--- src/rtl/serial_sub_recover_if.sv ---
// Handshake and data bundle for the bit-serial subtractor that recovers b from the registered sum.
// The master drives the request and operands; the slave returns status and the result.
interface serial_sub_recover_if #(
    parameter int DATAWIDTH = 8
);
    logic                 start;
    logic [DATAWIDTH-1:0] c;
    logic [31:0]          a;
    logic                 busy;
    logic                 done;
    logic [15:0]          b;
    logic                 borrow;

    modport master (
        output start, c, a,
        input  busy, done, b, borrow
    );

    modport slave (
        input  start, c, a,
        output busy, done, b, borrow
    );
endinterface

--- src/rtl/serial_sub_recover.sv ---
// Bit-serial subtractor: recovers b = c - a[DATAWIDTH-1:0] one bit per clock, LSB first,
// with a start/busy/done handshake and a zero-extended 16-bit result.
module serial_sub_recover #(
    parameter int DATAWIDTH = 8
) (
    input  logic                Clk,
    input  logic                Rst,
    serial_sub_recover_if.slave bus
);
    localparam int CW = $clog2(DATAWIDTH + 1);
    localparam logic [CW-1:0] LAST_BIT = CW'(DATAWIDTH - 1);

    typedef enum logic {IDLE, SHIFT} state_t;

    state_t               state_reg, state_next;
    logic [DATAWIDTH-1:0] c_sh_reg, c_sh_next;
    logic [DATAWIDTH-1:0] a_sh_reg, a_sh_next;
    logic [DATAWIDTH-1:0] diff_reg, diff_next;
    logic [DATAWIDTH-1:0] diff_shift;
    logic                 w_reg, w_next;
    logic [CW-1:0]        cnt_reg, cnt_next;
    logic                 busy_reg, busy_next;
    logic                 done_reg, done_next;
    logic [15:0]          b_reg, b_next;
    logic                 borrow_reg, borrow_next;
    logic [15:0]          result_ext;
    logic                 x, y, dbit, w_new;
    logic                 unused_a_hi;

    // Only the low DATAWIDTH bits of the addend take part in the subtraction.
    assign unused_a_hi = ^bus.a;

    assign x     = c_sh_reg[0];
    assign y     = a_sh_reg[0];
    assign dbit  = x ^ y ^ w_reg;
    assign w_new = (~x & y) | (~(x ^ y) & w_reg);

    // The new difference bit enters at the MSB so the LSB-first stream lands in place.
    genvar gi;
    generate
        for (gi = 0; gi < DATAWIDTH; gi++) begin : g_diff
            if (gi == DATAWIDTH - 1) begin : g_top
                assign diff_shift[gi] = dbit;
            end else begin : g_low
                assign diff_shift[gi] = diff_reg[gi+1];
            end
        end
        for (gi = 0; gi < 16; gi++) begin : g_ext
            if (gi < DATAWIDTH) begin : g_data
                assign result_ext[gi] = diff_shift[gi];
            end else begin : g_zero
                assign result_ext[gi] = 1'b0;
            end
        end
    endgenerate

    always_ff @(posedge Clk or posedge Rst) begin
        if (Rst) begin
            state_reg  <= IDLE;
            c_sh_reg   <= '0;
            a_sh_reg   <= '0;
            diff_reg   <= '0;
            w_reg      <= 1'b0;
            cnt_reg    <= '0;
            busy_reg   <= 1'b0;
            done_reg   <= 1'b0;
            b_reg      <= '0;
            borrow_reg <= 1'b0;
        end else begin
            state_reg  <= state_next;
            c_sh_reg   <= c_sh_next;
            a_sh_reg   <= a_sh_next;
            diff_reg   <= diff_next;
            w_reg      <= w_next;
            cnt_reg    <= cnt_next;
            busy_reg   <= busy_next;
            done_reg   <= done_next;
            b_reg      <= b_next;
            borrow_reg <= borrow_next;
        end
    end

    always_comb begin
        state_next  = state_reg;
        c_sh_next   = c_sh_reg;
        a_sh_next   = a_sh_reg;
        diff_next   = diff_reg;
        w_next      = w_reg;
        cnt_next    = cnt_reg;
        busy_next   = busy_reg;
        done_next   = 1'b0;
        b_next      = b_reg;
        borrow_next = borrow_reg;
        case (state_reg)
            IDLE: begin
                if (bus.start) begin
                    state_next = SHIFT;
                    c_sh_next  = bus.c;
                    a_sh_next  = bus.a[DATAWIDTH-1:0];
                    w_next     = 1'b0;
                    cnt_next   = '0;
                    busy_next  = 1'b1;
                end
            end
            SHIFT: begin
                c_sh_next = c_sh_reg >> 1;
                a_sh_next = a_sh_reg >> 1;
                diff_next = diff_shift;
                w_next    = w_new;
                cnt_next  = cnt_reg + CW'(1);
                if (cnt_reg == LAST_BIT) begin
                    state_next  = IDLE;
                    busy_next   = 1'b0;
                    done_next   = 1'b1;
                    b_next      = result_ext;
                    borrow_next = w_new;
                end
            end
            default: state_next = IDLE;
        endcase
    end

    assign bus.busy   = busy_reg;
    assign bus.done   = done_reg;
    assign bus.b      = b_reg;
    assign bus.borrow = borrow_reg;
endmodule

--- src/flat_wrapper.sv ---
// flat-port wrapper written by rule: the top's interface ports become plain ports
module serial_sub_recover_flat 
#(
    parameter int DATAWIDTH = 8
)
  (Clk, Rst, bus_start, bus_c, bus_a, bus_busy, bus_done, bus_b, bus_borrow);
  serial_sub_recover_if #(.DATAWIDTH(DATAWIDTH)) bus_i ();
  input  logic Clk;
  input  logic Rst;
  input wire logic [$bits(bus_i.start)-1:0] bus_start;
  input wire logic [$bits(bus_i.c)-1:0] bus_c;
  input wire logic [$bits(bus_i.a)-1:0] bus_a;
  output wire logic [$bits(bus_i.busy)-1:0] bus_busy;
  output wire logic [$bits(bus_i.done)-1:0] bus_done;
  output wire logic [$bits(bus_i.b)-1:0] bus_b;
  output wire logic [$bits(bus_i.borrow)-1:0] bus_borrow;
  assign bus_i.start = bus_start;
  assign bus_i.c = bus_c;
  assign bus_i.a = bus_a;
  assign bus_busy = bus_i.busy;
  assign bus_done = bus_i.done;
  assign bus_b = bus_i.b;
  assign bus_borrow = bus_i.borrow;
  serial_sub_recover #(.DATAWIDTH(DATAWIDTH)) u_core (.Clk(Clk), .Rst(Rst), .bus(bus_i));
endmodule
--- config.mk ---
export PLATFORM = sky130hd
export DESIGN_NAME = serial_sub_recover_flat
export DESIGN_NICKNAME = d
export VERILOG_FILES = /design/src/rtl/serial_sub_recover_if.sv /design/src/rtl/serial_sub_recover.sv /design/src/flat_wrapper.sv
export SDC_FILE = /design/constraint.sdc
export NUM_CORES = 1
export LEC_CHECK = 0
export CAP_MARGIN = 20
export CORE_MARGIN = 2
export CORE_UTILIZATION = 40
export CTS_CLUSTER_DIAMETER = 200
export DETAILED_ROUTE_END_ITERATION = 6
export PLACE_DENSITY = 0.75
export SYNTH_ARGS = -nofsm -noshare
export SYNTH_HDL_FRONTEND = slang
export SYNTH_SLANG_ARGS = --single-unit
--- constraint.sdc ---
create_clock -name Clk -period 1.2 [get_ports Clk]
set_input_delay 0.18 -clock Clk [delete_from_list [all_inputs] [get_ports Clk]]
set_output_delay 0.18 -clock Clk [all_outputs]
set_load 0.02 [all_outputs]
## After elaboration in Yosys (flattened, before gate mapping)

Cells that the tools add are included.

| storage, ports and cells | value |
|---|---|
| register bits | 41 |
| word-level logic and storage cells | 40 |
| output and inout bits | 19 |
| input port bits | 43 |

| cells by class | value |
|---|---|
| bitwise logic cells | 8 |
| add/subtract/negate cells | 1 |
| eq/ne operators | 3 |
| reductions and logical operators | 2 |
| mux-type cells | 16 |

Operators with widths:

| kind | number |
|---|---|
| 8-bit case mux with 2 select lines | 2 |
| 8-bit two-way mux | 2 |
| 4-bit case mux with 2 select lines | 1 |
| 1-bit two-way mux | 7 |
| 1-bit case mux with 2 select lines | 3 |
| 4-bit by 1-bit adder with 4-bit output, second input constant | 1 |
| 4-bit by 3-bit equality test with 1-bit output, second input constant | 1 |
| 4-bit two-way mux | 1 |
| 2-bit inequality test, second input constant | 2 |
| 2-bit AND reduction | 2 |
| 1-bit NOT | 3 |
| 1-bit bitwise AND | 2 |
| 1-bit XOR | 2 |
| 1-bit bitwise OR | 1 |

## Longest topological paths before layout

| depth | value |
|---|---|
| depth after elaboration | 5 |
| gate-level depth with buffers | 5 |
| depth with buffers taken out | 4 |

## Worst setup path after synthesis

OpenSTA, ideal clock, no wires.

| timing path | value |
|---|---|
| path type | register to register |
| start point | register u_core.cnt_reg[0] |
| end point | register u_core.b_reg[0] (netlist: u_core.bus.b[0]) |
| required time | 1.075 ns |
| path buffers | 1 |
| clock period less this slack | 1.309 ns |
| slack | -0.109 ns |
| cell stages (with the launch flop) | 5 |
| library setup time | 0.125 ns |
| data arrival time | 1.184 ns |
| path through | dfrtp_1 ha_1 nand4b_4 buf_6 mux2_4 |

| between the ends | value |
|---|---|
| word-level cells in the longest chain between the ends | 2 |

Ends and longest elaborated chain:

| what | line | text |
|---|---|---|
| start, declared | serial_sub_recover.sv:21 | `logic [CW-1:0] cnt_reg, cnt_next;` |
| start signal, assigned | serial_sub_recover.sv:75 | `cnt_reg <= cnt_next;` |
| 4-bit by 3-bit equality test with 1-bit output | serial_sub_recover.sv:111 | `if (cnt_reg == LAST_BIT) begin` |
| 2-bit AND reduction (no line) | n/a |  |
| end signal, assigned | serial_sub_recover.sv:78 | `b_reg <= b_next;` |
| end, declared | serial_sub_recover.sv:24 | `logic [15:0] b_reg, b_next;` |

No other way between the ends.
A chain may end at the register's enable or synchronous reset.

## Final worst setup path

| timing path | value |
|---|---|
| start point | register u_core.w_reg |
| end point | register u_core.diff_reg[7] |

| between the ends | value |
|---|---|
| word-level cells in the longest chain between the ends | 1 |

Ends and longest elaborated chain:

| what | line | text |
|---|---|---|
| start, declared | serial_sub_recover.sv:20 | `logic w_reg, w_next;` |
| start signal, assigned | serial_sub_recover.sv:74 | `w_reg <= w_next;` |
| 1-bit XOR | serial_sub_recover.sv:35 | `assign dbit = x ^ y ^ w_reg;` |
| named net u_core.dbit | serial_sub_recover.sv:27 | `logic x, y, dbit, w_new;` |
| end signal, assigned | serial_sub_recover.sv:73 | `diff_reg <= diff_next;` |
| end, declared | serial_sub_recover.sv:18 | `logic [DATAWIDTH-1:0] diff_reg, diff_next;` |

The timed path passes the listed nets, and every way through them passes these cells.

==> results.sh <==
export IMPL_die_w_um=70.79
export IMPL_via_per_inst=4.774
export IMPL_leakage_nw=1.117
export IMPL_coreArea_sq_um=4324
export IMPL_die_h_um=70.79
export IMPL_hp_class="in -> async"
export IMPL_final_setup_tns_ns=-0.4652
export IMPL_setup_violations=8
export IMPL_netlist_top_cells_count="dfrtp_1 (40), o21ai_0 (21), nand2_1 (20)"
export IMPL_synth_top_area_share_pct=56.10
export IMPL_insertedDiodeCount=0
export IMPL_wl_per_cell_um=12.35
export IMPL_startpoint_type="register"
export IMPL_grt_start_max_net_pins=41
export IMPL_synth_cells=150
export IMPL_synth_edf_count=0
export IMPL_cts_tree="done"
export IMPL_netlist_area_sq_um=1784
export IMPL_gp_congestion=0.6860
export IMPL_drive_gt1_share_pct=21.99
export IMPL_violations="negative setup slack"
export IMPL_synth_avg_cell_area_sq_um=11.89
export IMPL_hold_viol=0
export IMPL_whs_ns=0.2386
export IMPL_outcome="finished with violations"
export IMPL_wl_um=3000
export IMPL_ant_nets=0
export IMPL_area_growth_pct=30.08
export IMPL_synth_seq_cells=40
export IMPL_async_reset_ff_share_pct=100.0
export IMPL_ys_types=21
export IMPL_drc=0
export IMPL_drv_cap=0
export IMPL_slowest_stage="fa_1"
export IMPL_rows=24
export IMPL_drv_slew=0
export IMPL_fin_util_pct=53.67
export IMPL_critPathMaxFanout=2
export IMPL_yosysMostFrequentCell="dfrtp_1"
export IMPL_crit_buf_inv=1
export IMPL_antenna_found_initial=0
export IMPL_htree_levels=2
export IMPL_postLayoutSetupSlackWorst_ns=-0.09062
export IMPL_path_clk_slew_ns=0.07
export IMPL_period_share_pct=107.6
export IMPL_synth_top_area_cell="dfrtp_1"
export IMPL_firstDrtPassIters=4
export IMPL_powerDensity_nw_per_um2=2347
export IMPL_rsz0062_at_grt="true"
export IMPL_grt_total_usage_pct=12.98
export IMPL_end_kind="register"
export IMPL_crit_chain="inv_2, fa_1, mux2_4"
export IMPL_post_dp_hpwl_um=2000
export IMPL_grt_pass1_vias=1117
export IMPL_nets=235
export IMPL_ir_drop_mv=0.9670
export IMPL_finalCriticalPeriod_ns=1.291
export IMPL_clock_latency_ns=0.29
export IMPL_ctsRootBufferMaster="clkbuf_8"
export IMPL_numPortBuffers=29
export IMPL_seq_area_frac_synth_pct=56.10
export IMPL_start_util_pct=41.26
export IMPL_overflow=0
export IMPL_critical_path_top_delay_family="adder cells"
export IMPL_cts_path_max_buffers=2
export IMPL_synthTopCellsByArea="dfrtp_1 (56%), mux2i_1 (9.0%), mux2_4 (5.9%)"
export IMPL_slowest_delay_ns=0.51
export IMPL_yosysWarningCount=0
export IMPL_grt_pass1_wl_um=5043
export IMPL_cts_buffers=5
export IMPL_cts_num_sinks=40
export IMPL_cts_hold_fix_buffers=0
export IMPL_required_ns=1.38
export IMPL_ys_flop_type="dfrtp_1"
export IMPL_critPathArrivalTime_ns=1.47
export IMPL_finalClockSkew_ns=0.004871
export IMPL_vias=1160
export IMPL_io_pin_count=62
export IMPL_die_area_sq_um=5011
export IMPL_first_iter_violations=45
export IMPL_fmax_ghz=0.7748
export IMPL_worstSetupPathType="reg -> reg"
==> per-stage QoR <==
| step | power [mW] | instance area, sq um | instances | setup WS (ns) |
|---|---|---|---|---|
| global route | 5.815 | 2321 | 243 | -0.1337 |
| CTS | 5.339 | 2270 | 240 | -0.1070 |
| finish | 5.448 | 2321 | 243 | -0.09062 |
| detailed placement | 4.508 | 2186 | 232 | -0.1629 |
| global placement | 4.407 | 2186 | 232 | -0.1386 |
| floorplan | 3.670 | 1823 | 157 | -0.03481 |
==> final timing paths <==
check / cells past startpoint / slack (ns) / end / startpoint
max: 3 / -0.09 / u_core.diff_reg[7]$_DFFE_PP0P_ / u_core.w_reg$_DFFE_PP0P_
min: 3 / 0.24 / u_core.bus.borrow$_DFFE_PP0P_ / Rst
max reg2reg: 3 / -0.09 / u_core.diff_reg[7]$_DFFE_PP0P_ / u_core.w_reg$_DFFE_PP0P_
min reg2reg: 2 / 0.48 / u_core.a_sh_reg[2]$_DFFE_PP0P_ / u_core.a_sh_reg[3]$_DFFE_PP0P_
max in group asynchronous: 3 / 0.76 / u_core.state_reg$_DFF_PP0_ / Rst
min in group Clk: 2 / 0.48 / u_core.a_sh_reg[2]$_DFFE_PP0P_ / u_core.a_sh_reg[3]$_DFFE_PP0P_
==> timing repair <==
item                                   in CTS  in global routing
buffers inserted                            0                  2
setup endpoints to repair                  20                 19
resized for setup                          15                 10
cloned                                      0                  1
pin swaps                                   1                  1
endpoints found under the hold margin       0                  0
==> where the power goes <==
part           total [mW]  switching, mW  leakage, nW  internal (mW)
clock               0.902          0.444       0.0510          0.458
combinational        2.23           1.01        0.558           1.22
sequential           2.32          0.390        0.508           1.93
==> per-layer routing <==
metal | track usage [%] | wire (um)
met2 | 20.87 | 1429
met5 | 0 | 0
met1 | 16.04 | 1374
met4 | 5.660 | 59
met3 | 4.274 | 136
==> worst min-delay path: cells and delay by family <==
kind | cells | cell delay (ns)
buffers and inverters | 3 | 0.71
==> cell type report <==
type | count | area (sq um)
clock buffers | 6 | 82.58
clock inverters | 2 | 10.01
fillers | 389 | 2003
inverters | 6 | 22.52
multi-input cells | 96 | 724.4
flip-flops and latches | 40 | 1002
well taps | 52 | 65.06
repair buffers | 41 | 414.1
==> kinds of logic (layout without fill, tap and decap cells) <==
family	count (synthesis)	after routing	synth area share, %
flops	40	40	56.10
other cells	1	8	0.2102
simple gates	31	32	8.135
mux	31	31	19.92
fa+ha+maj	2	2	1.823
compound gates	22	22	6.171
xor+xnor	1	1	0.4910
buf+inv	22	55	7.152
==> layout by cell type (no fill, tap or decap) <==
master           count
a21oi_1              1
buf_12               3
mux2i_1             16
inv_2                2
nand2_1             20
conb_1               8
clkinv_2             2
ha_4                 1
fa_1                 1
buf_4                9
nor2b_1              1
xor2_1               1
nand4b_4             2
nor2_2               1
nand3b_1             1
clkdlybuf4s15_1      8
dfrtp_1             39
inv_1                4
mux2_2               7
mux2_4               8
nor2_1               5
clkbuf_8             6
dlygate4sd2_1        3
nand3_1              2
dfrtp_2              1
clkdlybuf4s50_1     18
o21ai_0             21
Note: power is estimated with default switching activity, not from simulation.
